### config.mk
export PLATFORM = sky130hd
export DESIGN_NAME = bus_arbiter
export DESIGN_NICKNAME = d
export VERILOG_FILES = /design/src/rtl/bus_arbiter.sv
export SDC_FILE = /design/constraint.sdc
export NUM_CORES = 1
export LEC_CHECK = 0
export ABC_AREA = 1
export ABC_CLOCK_PERIOD_IN_PS = 3700
export BUFFER_PORTS_ARGS = -buffer_cell sky130_fd_sc_hd__buf_4
export CORE_AREA = 2 2 41 43
export DETAILED_ROUTE_END_ITERATION = 8
export DIE_AREA = 0 0 43 45
export PLACE_DENSITY = 0.82
export SETUP_SLACK_MARGIN = 0.05
export SLEW_MARGIN = 40
export SYNTH_ARGS = -nofsm -noshare
export SYNTH_HDL_FRONTEND = slang
export SYNTH_SLANG_ARGS = --single-unit
### constraint.sdc
create_clock -name clk -period 3.7 [get_ports clk]
set_input_delay 0.74 -clock clk [delete_from_list [all_inputs] [get_ports clk]]
set_output_delay 0.74 -clock clk [all_outputs]
set_load 0.05 [all_outputs]
### src/rtl/bus_arbiter.sv
// bus_arbiter: round-robin bus arbiter; grant held until done/abort, one-cycle turnaround.
// Ports: clk, reset (async active-low), req[NREQ] level requests, done[NREQ] completion pulses,
//        grant[NREQ] one-hot registered grant, bus_busy (owned or turnaround), owner_id, timeout (sticky).
// Optional watchdog forced release enabled by defining BUS_ARB_TIMEOUT_EN.
module bus_arbiter #(
  parameter int NREQ    = 4,
  parameter int IDW     = 2,
  parameter int TIMEOUT = 64,
  parameter int CNTW    = 8
) (
  input  logic            clk,
  input  logic            reset,
  input  logic [NREQ-1:0] req,
  input  logic [NREQ-1:0] done,
  output logic [NREQ-1:0] grant,
  output logic            bus_busy,
  output logic [IDW-1:0]  owner_id,
  output logic            timeout
);
  typedef enum logic [1:0] {IDLE, OWN, TURN} state_t;
  state_t state, state_nx;
  logic [NREQ-1:0] grant_nx;
  logic busy_nx, found, release_own, tmo_hit;
  logic [IDW-1:0] owner_nx, rr_ptr, rr_nx, pick, idx;
  always_comb begin
    pick = '0;
    idx = '0;
    found = 1'b0;
    for (int k = 0; k < NREQ; k++) begin
      idx = IDW'((int'(rr_ptr) + k) % NREQ);
      if (!found && req[idx]) begin
        found = 1'b1;
        pick = idx;
      end
    end
  end
`ifdef BUS_ARB_TIMEOUT_EN
  logic [CNTW-1:0] cnt;
  assign tmo_hit = state == OWN && cnt == CNTW'(TIMEOUT - 1);
  always_ff @(posedge clk or negedge reset)
    if (!reset) begin
      cnt <= '0;
      timeout <= 1'b0;
    end else begin
      cnt <= state == OWN ? cnt + 1'b1 : '0;
      if (tmo_hit && !done[owner_id] && req[owner_id]) timeout <= 1'b1;
    end
`else
  assign tmo_hit = 1'b0;
  assign timeout = 1'b0;
`endif
  always_comb begin
    state_nx = state;
    grant_nx = grant;
    busy_nx = bus_busy;
    owner_nx = owner_id;
    rr_nx = rr_ptr;
    release_own = done[owner_id] || !req[owner_id] || tmo_hit;
    unique case (state)
      IDLE: if (found) begin
        state_nx = OWN;
        grant_nx = NREQ'(1) << pick;
        owner_nx = pick;
        busy_nx = 1'b1;
      end
      OWN: if (release_own) begin
        state_nx = TURN;
        grant_nx = '0;
        rr_nx = owner_id == IDW'(NREQ - 1) ? '0 : owner_id + 1'b1;
      end
      TURN: begin
        state_nx = IDLE;
        busy_nx = 1'b0;
      end
      default: state_nx = IDLE;
    endcase
  end
  always_ff @(posedge clk or negedge reset)
    if (!reset) begin
      state <= IDLE;
      grant <= '0;
      bus_busy <= 1'b0;
      owner_id <= '0;
      rr_ptr <= '0;
    end else begin
      state <= state_nx;
      grant <= grant_nx;
      bus_busy <= busy_nx;
      owner_id <= owner_nx;
      rr_ptr <= rr_nx;
    end
endmodule

==> results.toml <==
[timing]
fin_crit_sh = 0.488
layout_min_cycle_time_ns = 1.80
skew_ns = 0.00457
final.setup.worst_slack_ns = 1.90
hold_viol_final = 0
timing.hold.ws_ns = 0.283
tns_ns = 0
fmax_ghz = 0.554
setup_violations = 0
drv_slew = 0
rsz0062_at_grt = "no"

[final_layout]
synthToLayoutAreaGrowth_pct = 17.4
final_util = 0.625
stdcell_count = 149
final_cell_mix = "nand2_1, buf_4, nand3_1, dfrtp_1, inv_1"
drive_above_1_share = 0.248
mostFrequentLayoutCell = "nand2_1"
diodes = 0
nets = 145

[flow_run]
maxCapViolCount = 0

[drt]
avgViaCountPerCell = 5.05
wl_microns = 1610
drtPass1Iterations = 4
ant_nets = 0
first_iter_violations = 24
vias = 753
drc = 0
wire_per_inst_microns = 10.8

[place]
dp.cells = 145
dp_slack_ns = 1.75
place_congestion = 0.923
dp_hpwl_microns = 1260
portBuffers = 16

[worst_setup_path]
arrival_ns = 1.97
r2r_slack_ns = 1.90
r2r_end = "grant[0]"
crit_type = "reg2reg"
crit_path_max_fanout = 12
cp.required_ns = 3.87
critPathLaunchType = "flip-flop"
cp-end-kind = "flip-flop"
r2r_cells = 11
reg2reg_from = "rr_ptr[0]"

[logic_synthesis]
syn_inst = 116
synth_cell_type_count = 21
synth_top_cell_area_share = 0.351
synth.cell_area_sq_um = 783
yosysTopAreaCell = "dfrtp_1"
yosys_warnings = 0
ys_ff_latch = 11
ys_seq_area_frac = 0.351
syn_nets = 127
avgSynthCellArea_sq_um = 6.75
synthTopCellsByArea = "dfrtp_1, nand2_1, nand3_1"

[clocking]
cts.htree.levels = 1
clk-insertion-delay-late_ns = 0.27
clk_root_buffer_cell = "clkbuf_4"
cts_tree = "done"
cts_resized = 0
cts_buffers = 3
cts-hold-fix-buffers = 0
cts.sinks = 11
clk_pin_slew_ns = 0.07
cts_buffer_depth = 2
cts_setup_buffers = 0

[die]
ios = 18
core-area_sq_um = 1470
rows = 14
dieArea_sq_um = 1940
fp.dieH_microns = 45
initial_core_util = 0.532
die-width_microns = 43

[run_status]
status = "finished clean"

[global_routing]
gr-total-overflow = 0
grt_util_all_layers = 0.192
antenna_found_initial = 0
grt_pass1_wl_microns = 2670
grt_max_degree = 13
grt_pass1_vias = 632

[power_and_ir_drop]
ir_worst_vdd_uv = 501
powerDensity_nw_per_um2 = 1010
p_leak_nw = 0.523

[min_path]
min_path_type = "in2async"
-- cell usage after synthesis --
| library cell | instances |
|---|---|
| o21a_1 | 1 |
| nand2_1 | 46 |
| a21oi_1 | 1 |
| inv_1 | 9 |
| conb_1 | 1 |
| o21ai_1 | 4 |
| ha_1 | 1 |
| nor2_4 | 1 |
| o31ai_1 | 3 |
| nand3b_1 | 1 |
| buf_4 | 1 |
| nand3_2 | 2 |
| inv_2 | 2 |
| buf_6 | 2 |
| nor2_2 | 1 |
| nand3_1 | 11 |
| nand2_2 | 8 |
| nand4_1 | 1 |
| nor2_1 | 7 |
| dfrtp_1 | 11 |
| o21ai_0 | 2 |
-- how the worst max path moves through the flow --
stage | end | cells past startpoint | slack, ns | from
6_report | grant[0] | 11 | 1.90 | rr_ptr[0]
4_1_cts | grant[0] | 11 | 1.89 | rr_ptr[0]
3_5_place_dp | grant[2] | 11 | 1.75 | req[2]
5_1_grt | grant[2] | 11 | 1.69 | rr_ptr[0]
3_3_place_gp | grant[0] | 11 | 1.78 | req[2]
2_1_floorplan | grant[0] | 10 | 2.05 | req[0]
-- state kept, by name, summed over array words and instances (netlist names) --
name	count
grant	4
owner_id	2
rr_ptr	2
state	2
bus_busy	1
-- metrics by stage --
stage / area [sq um] / power, W
finish: 920 / 0.000932
global route: 920 / 0.00101
CTS: 920 / 0.000933
detailed placement: 893 / 0.000845
global placement: 893 / 0.000837
floorplan: 783 / 0.000741
-- routing by layer --
metal | GRT usage | up-vias | part of all wire
li1 | - | 402 | -
met1 | 0.243 | 337 | 0.49
met2 | 0.297 | 9 | 0.45
met3 | 0.0560 | 5 | 0.032
met4 | 0.109 | 0 | 0.025
met5 | 0 | - | 0
-- critical path: stages (launching register included) --
cell,delay [ns]
dfrtp_1,0.59
inv_2,0.15
nand2_1,0.10
nand2_2,0.08
nand2_1,0.09
nand2_2,0.07
nor2_4,0.11
nand3b_1,0.10
nand2_2,0.19
inv_1,0.08
nand3_1,0.08
nand2_1,0.05
-- power by group --
part / internal (W) / switching (W)
Combinational: 0.000198 / 0.000417
Clock: 0.0000418 / 0.0000410
Sequential: 0.000171 / 0.0000625
Total: 0.000412 / 0.000520
-- area by class of cell --
cell class / count / area (sq um)
repair buffers: 16 / 120
fillers: 147 / 552
well taps: 16 / 20.0
multi-input cells: 91 / 437
clock buffers: 4 / 26.3
inverters: 11 / 41.3
flip-flops and latches: 11 / 275
-- cells by family (layout without fill, tap and decap cells) --
logic type	after synthesis	count (layout)	share of synthesized area
and+or+nand+nor	78	78	0.454
buffers and inverters	14	31	0.0911
AOI/OAI and AO/OA	11	11	0.0831
DFF	11	11	0.351
adders and majority gates	1	1	0.0160
other	1	1	0.00479
(Power assumes the default switching activity.)
